## config.mk

```make
export PLATFORM = sky130hd
export DESIGN_NAME = mod_ser2par_buf
export DESIGN_NICKNAME = d
export VERILOG_FILES = /design/src/rtl/mod_ser2par_pkg.sv /design/src/rtl/mod_ser2par_bank.sv /design/src/rtl/mod_ser2par_buf.sv
export SDC_FILE = /design/constraint.sdc
export NUM_CORES = 1
export LEC_CHECK = 0
export BUFFER_PORTS_ARGS = -buffer_cell sky130_fd_sc_hd__buf_4
export CAP_MARGIN = 0
export CORE_UTILIZATION = 53
export DETAILED_ROUTE_END_ITERATION = 10
export PLACE_DENSITY = 0.84
export SETUP_SLACK_MARGIN = 0.05
export SYNTH_ARGS = -nofsm -noshare
export SYNTH_HDL_FRONTEND = slang
export SYNTH_HIERARCHICAL = 1
export SYNTH_SLANG_ARGS = --single-unit
```

## constraint.sdc

```tcl
create_clock -name clk -period 3.1 [get_ports clk]
set_input_delay 0.155 -clock clk [delete_from_list [all_inputs] [get_ports clk]]
set_output_delay 0.155 -clock clk [all_outputs]
set_load 0.03 [all_outputs]
```

## src/rtl/mod_ser2par_pkg.sv

```systemverilog
// Shared types and helpers for the serial-to-parallel collector.
package mod_ser2par_pkg;

  typedef enum logic {
    FILL = 1'b0,
    HOLD = 1'b1
  } bank_state_t;

  localparam int WORD_W = 8;
  typedef logic [WORD_W-1:0] word_t;

  function automatic int cnt_w(input int n);
    return $clog2(n + 1);
  endfunction

endpackage

```

## src/rtl/mod_ser2par_bank.sv

```systemverilog
// One N-lane collection bank: lane registers, write pointer and FILL/HOLD state.
module mod_ser2par_bank
  import mod_ser2par_pkg::*;
#(
  parameter int N = 4,
  parameter int W = 8
) (
  input  logic                      clk,
  input  logic                      resetn,
  input  logic                      clr,
  input  logic                      wr_en,
  input  logic [W-1:0]              wr_data,
  input  logic                      rd_en,
  output logic                      full,
  output logic [N-1:0][W-1:0]       data,
  output logic [$clog2(N+1)-1:0]    count
);

  localparam int CNT_W = cnt_w(N);

  bank_state_t      state, state_nxt;
  logic [CNT_W-1:0] ptr;
  logic             last;

  assign last  = (ptr == CNT_W'(N - 1));
  assign full  = (state == HOLD);
  assign count = full ? CNT_W'(N) : ptr;

  always_ff @(posedge clk) begin
    if (!resetn) state <= FILL;
    else         state <= state_nxt;
  end

  always_comb begin
    state_nxt = state;
    if (clr) begin
      state_nxt = FILL;
    end else begin
      case (state)
        FILL:    if (wr_en && last) state_nxt = HOLD;
        HOLD:    if (rd_en)         state_nxt = FILL;
        default: state_nxt = FILL;
      endcase
    end
  end

  // ptr parks at N-1 while holding; only read, clr or reset rewind it
  always_ff @(posedge clk) begin
    if (!resetn || clr) begin
      ptr <= '0;
    end else if (state == HOLD) begin
      if (rd_en) ptr <= '0;
    end else if (wr_en && !last) begin
      ptr <= ptr + CNT_W'(1);
    end
  end

  // lanes survive reads and clr; only reset zeroes them
  always_ff @(posedge clk) begin
    if (!resetn) begin
      data <= '0;
    end else if (!clr && wr_en && state == FILL) begin
      for (int k = 0; k < N; k++)
        if (ptr == CNT_W'(k)) data[k] <= wr_data;
    end
  end

endmodule

```

## src/rtl/mod_ser2par_buf.sv

```systemverilog
// Serial-to-parallel collector: packs N W-bit words into one vector with valid/ready on both sides.
// Define MOD_SER2PAR_DBUF_EN for ping-pong double buffering (two banks).
module mod_ser2par_buf
  import mod_ser2par_pkg::*;
#(
  parameter int N = 4,
  parameter int W = 8
) (
  input  logic                      clk,
  input  logic                      resetn,
  input  logic                      clr,
  input  logic                      i_valid,
  input  logic [W-1:0]              i_data,
  output logic                      i_ready,
  output logic                      o_valid,
  output logic [N-1:0][W-1:0]       o_data,
  input  logic                      o_ready,
  output logic [$clog2(N+1)-1:0]    count,
  output logic                      reg_full
);

  localparam int CNT_W = cnt_w(N);

  if (N < 2) begin : g_bad_n
    $error("mod_ser2par_buf: N must be >= 2");
  end

  logic acc, rd;
  assign acc = i_valid && i_ready && !clr;
  assign rd  = o_valid && o_ready && !clr;

`ifdef MOD_SER2PAR_DBUF_EN
  logic [1:0]                  full;
  logic [1:0][N-1:0][W-1:0]    data;
  logic [1:0][CNT_W-1:0]       cnt;
  logic                        wr_sel, rd_sel;

  for (genvar b = 0; b < 2; b++) begin : g_bank
    mod_ser2par_bank #(.N(N), .W(W)) u_bank (
      .clk     (clk),
      .resetn  (resetn),
      .clr     (clr),
      .wr_en   (acc && (wr_sel == 1'(b))),
      .wr_data (i_data),
      .rd_en   (rd && (rd_sel == 1'(b))),
      .full    (full[b]),
      .data    (data[b]),
      .count   (cnt[b])
    );
  end

  assign i_ready  = resetn && !full[wr_sel];
  assign o_valid  = full[rd_sel];
  assign o_data   = data[rd_sel];
  assign count    = cnt[wr_sel];
  assign reg_full = &full;

  // banks complete and drain in strict alternation, so one toggle bit per side suffices
  always_ff @(posedge clk) begin
    if (!resetn || clr) begin
      wr_sel <= 1'b0;
      rd_sel <= 1'b0;
    end else begin
      if (acc && cnt[wr_sel] == CNT_W'(N - 1)) wr_sel <= ~wr_sel;
      if (rd) rd_sel <= ~rd_sel;
    end
  end
`else
  logic bank_full;

  mod_ser2par_bank #(.N(N), .W(W)) u_bank (
    .clk     (clk),
    .resetn  (resetn),
    .clr     (clr),
    .wr_en   (acc),
    .wr_data (i_data),
    .rd_en   (rd),
    .full    (bank_full),
    .data    (o_data),
    .count   (count)
  );

  assign i_ready  = resetn && !bank_full;
  assign o_valid  = bank_full;
  assign reg_full = bank_full;
`endif

endmodule
```

### Word-level counts from Yosys, hierarchy flattened

Index checks and enable logic that the tools add are counted.

* bits in latches: 0
* ROM bits: 0
* bits in writable memories: 0
* logic and storage cells: 42
* register bits after elaboration: 36
* input port bits: 13
* memories: 0

* bitwise operators: 2
* $lt $le $gt $ge: 0
* muxes and demuxes: 7
* div/mod/pow operators: 0
* equal/unequal tests: 4
* reductions and logical operators: 22
* $add $sub $neg: 1
* multipliers: 0
* shift-type cells: 0

Operator list (count)
* $mux W3: 4
* $reduce_and A2 Y1: 5
* $logic_and A1 B1 Y1: 9
* $eq A3 B2 Y1 const B: 2
* $logic_not A1 Y1: 4
* $add A3 B1 Y3 const B: 1
* $eq A3 B1 Y1 const B: 1
* $logic_not A3 Y1: 1
* $mux W1: 2
* $ne A2 B2 Y1 const B: 1
* $not A1 Y1: 2
* $pmux W1 S2: 1
* $reduce_bool A2 Y1: 1
* $reduce_or A2 Y1: 1
* $logic_or A1 B1 Y1: 1

### Longest topological paths before layout

* word-level depth: 7
* depth in mapped cells: 6
* gate-level depth less buffers: 5

### By module

The synthesis kept the hierarchy.

Modules (own cells, without submodules)
* mod_ser2par_bank: cells an instance 146, area each 1477.7 um^2, instances 1
* mod_ser2par_buf: cells an instance 4, area each 38.8 um^2, instances 1

### Worst setup path after synthesis

OpenSTA, ideal clock, no wires.

* path type: register to register
* from: reg u_bank.state, in the netlist u_bank/full
* to: reg u_bank.ptr[2]
* slack: 1.488 ns
* clock period less this slack: 1.612 ns
* stages on the path, launching flop included: 5
* required time: 2.984 ns
* setup time: 0.116 ns
* arrival: 1.495 ns
* cell sequence: dfxtp_1 > and4bb_2 > or3b_2 > a31oi_1 > nor2_1

* word-level cells in the longest chain between the ends: 7

RTL lines
* start: declaration: RTL line mod_ser2par_bank.sv:21 `bank_state_t state, state_nxt;`
* start signal: assignment: RTL line mod_ser2par_bank.sv:31 `else state <= state_nxt;`
* $logic_not A1 Y1: RTL line mod_ser2par_buf.sv:83 `assign i_ready = resetn && !bank_full;`
* $logic_and A1 B1 Y1: RTL line mod_ser2par_buf.sv:83
* $logic_and A1 B1 Y1 (2 in a row): RTL line mod_ser2par_buf.sv:29 `assign acc = i_valid && i_ready && !clr;`
* net acc: RTL line mod_ser2par_buf.sv:28 `logic acc, rd;`
* $logic_and A1 B1 Y1: RTL line mod_ser2par_bank.sv:53 `end else if (wr_en && !last) begin`
* $reduce_bool A2 Y1 (no source line)
* $reduce_and A2 Y1 (no source line)
* end signal: assignment: RTL line mod_ser2par_bank.sv:54 `ptr <= ptr + CNT_W'(1);`
* end: declaration: RTL line mod_ser2par_bank.sv:22 `logic [CNT_W-1:0] ptr;`

The timed path passes the listed nets, and every way through them passes these cells.
A chain may end at the register's enable or synchronous reset.

### Final worst setup path

Ends and elaborated chain as after synthesis.

==> summary.txt <==
STA
  – Slew HR: approximately two thirds
  – Fmax: 0.548 GHz
  – Setup_tns: 0 ns
  – Number of hold violations in the final report: 0
  – Skew final: approximately 0.010 ns
  – Final Max Slew Viols: 0
  – Setup violators final: 0
  – Post-route minimum period: 1.82 ns
  – Final period util: roughly three fifths
  – Worst slew pin tran: around 0.50 ns
  – RSZ-0062 raised after global routing: false

Synthesis
  – FF+latch count, synth: 36
  – Yosys warnings: 6
  – Mapped Cells: 150
  – Commonest register cell after synthesis: dfxtp_1
  – Top cell type's share of synthesized area: 47.5%
  – Most common library cells after synthesis: dfxtp_1 (36), nand2_1 (34), mux2i_1 (32)
  – EDFF count, synth: 0
  – Synthesized Nets: approximately 170
  – Async SR Flop Fraction: 0%
  – Synth area leaders: dfxtp_1 (48%), mux2i_1 (21%), nand2_1 (8.4%)
  – Most frequent cell after synthesis: dfxtp_1
  – Synth unique cells: 23
  – Largest area contributor in the netlist: dfxtp_1
  – Avg Cell Area, Syn: around 10 um^2
  – Cell Area, Synth: roughly 1500 um^2
  – Register area share after synthesis: between 40% and 50%

Clock tree
  – CTS Buf Count: 5
  – Cts repair resizes: 0
  – Clock Latency Late Sink: between 0.3 and 0.4 ns
  – Hold buffer count at cts: 0
  – CTS tree: built
  – Post-CTS setup buffers: 0
  – Clock root buffer master: clkbuf_4
  – Clock buffer depth: 2
  – Clk slew on worst S/H paths: roughly 0.10 ns
  – Sink count of the clock tree: 36
  – H-tree levels: 2

Route
  – DRT antenna net count: 0
  – Post-route DRC violation count: 0
  – Vias/cell: 5.19
  – Routed len/inst: 14.5 um
  – Detailed Route Iter0 Violations: 24
  – Via count: 1198
  – Final WL: 3340 um
  – Detailed Routing Iterations Pass 1: 4

Min path
  – Worst min path class: input port to register
  – Hold Startpoint: i_data[4]
  – Hold endpoint: u_bank/data[28]
  – Hold Path Stages: 3

Worst setup path
  – Crit path buffers/inverters: 0
  – Crit-path cells: and4bb_2 > or3b_2 > a31oi_1 > nor2_1
  – Crit path max-delay family: simple AND/OR/NAND/NOR gates
  – Crit path required time: 3.33 ns
  – Arrival time at the worst endpoint: between 2 and 2.5 ns
  – Reg2reg end: u_bank/ptr[2]
  – Kind of critical path: register to register
  – Setup crit end kind: register
  – Launching point of the worst reg2reg path: u_bank/full
  – Reg2reg setup slack: around 1.3 ns
  – Startpoint types: register
  – CP max FO: 15
  – Cells on worst reg2reg path: 4
  – Slowest CP cell: or3b_2
  – Slowest stage delay, CP: 0.50 ns

Layout
  – Area grow syn2layout: 27.6%
  – Layout cell share with drive strength beyond 1: 33.5%
  – Number of diodes: 0
  – FILL cells: around 220
  – Final nets: between 200 and 250
  – Post-Layout Cell Count: between 200 and 250

Floorplan
  – Initial Util: between 50% and 60%
  – Die height: between 50 and 60 um
  – Die area: ~3100 um^2
  – Rows: 19
  – Total core area: approximately 2700 um^2
  – Die span in x: about 55 um
  – I/O pin count: 51

Power and ir drop
  – PwrDens: between 300 and 400 nW/um^2
  – Leak: approximately 0.96 nW
  – VDD IR max: roughly 320 uV

Global route
  – First-pass GRT wire length: between 5000 and 6000 um
  – Largest net degree at the start of global routing: 44
  – Vias in the first global route: approximately 1200
  – Initial antenna violation count: 0
  – Total GRT Usage: around 23%
  – Remaining Overflow, GRT: 0

Placed design
  – Placed insts: 224
  – RePlAce Congestion: 0.825
  – Port Buffers: 50
  – DP HPWL: approximately 2500 um

Run
  – Maxcap violations: 0

Status
  – Status: finished, final reports clean
[metrics by stage]
stage / area (um^2) / total power [mW] / utilization [%] / setup slack [ns] / hold slack [ns]
6_report: 1940 / 0.745 / 70.8 / 1.28 / 0.0849
5_1_grt: 1940 / 0.782 / 70.8 / 1.15 / 0.0726
4_1_cts: 1940 / 0.753 / 70.8 / 1.30 / 0.0744
3_5_place_dp: 1890 / 0.532 / 69.1 / 1.31 / 0.433
3_3_place_gp: 1890 / 0.530 / 69.1 / 1.41 / 0.426
2_1_floorplan: 1520 / 0.506 / - / 1.49 / 0.324
[cells in the final DEF, fill, tap and decap left out, types with 2 or more instances in the layout]
cell type   n
buf_4      50
dfxtp_1    36
nand2_1    34
mux2i_1    32
nor2b_1     8
clkbuf_4    5
nor2_1      5
ha_1        5
nand3_1     4
inv_1       3
nand2_2     3
and4bb_2    2
a21oi_1     2
[cell families (layout without fill, tap and decap cells)]
family / Yosys count / after routing / share of synthesized area [%]
DFF: 36 / 36 / 47.5
AOI/OAI and AO/OA: 3 / 3 / 1.07
and+or+nand+nor: 63 / 63 / 21.9
buffers and inverters: 10 / 60 / 3.46
adders and majority gates: 5 / 5 / 4.13
muxes: 33 / 33 / 21.9
[flip-flops by register name, summed over array words and instances, names as in the netlist]
signal	flops
u_bank/full	1
u_bank/data	32
u_bank/ptr	3
[power breakdown]
| part | switching [mW] | leakage, nW | internal, mW |
|---|---|---|---|
| Clock | 0.141 | 0.0281 | 0.0835 |
| Sequential | 0.00160 | 0.290 | 0.465 |
| Combinational | 0.0316 | 0.641 | 0.0231 |
| Total | 0.174 | 0.960 | 0.571 |
[per-layer routing]
metal | GRT usage [%] | vias up | part of all wire (%)
li1 | - | 596 | -
met1 | 27.8 | 560 | 43
met2 | 39.8 | 37 | 51
met3 | 6.09 | 5 | 4.8
met4 | 8.57 | 0 | 1.2
met5 | 0 | - | 0
[area by class of cell]
type | instances | area (um^2) | area share (%)
clock buffers | 6 | 41.3 | 2.13
clock inverters | 1 | 5.00 | 0.259
inverters | 3 | 11.3 | 0.582
multi-input cells | 104 | 743 | 38.4
flip-flops and latches | 36 | 721 | 37.2
well taps | 31 | 38.8 | 2.00
repair buffers | 50 | 375 | 19.4
[tightest hold or removal path: cells and delay by family]
kind / cells / cell delay [ns]
buf+inv: 1 / 0.09
simple gates: 1 / 0.09
mux: 1 / 0.06
[worst max-delay path by stage]
stage	from	endpoint	cells past startpoint
floorplan	u_bank/full	u_bank/ptr[2]	4
global placement	resetn	u_bank/data[6]	5
detailed placement	u_bank/full	u_bank/data[26]	4
CTS	u_bank/full	u_bank/data[7]	4
global route	u_bank/full	u_bank/data[2]	4
finish	u_bank/full	u_bank/ptr[2]	4
(Power assumes the default switching activity.)
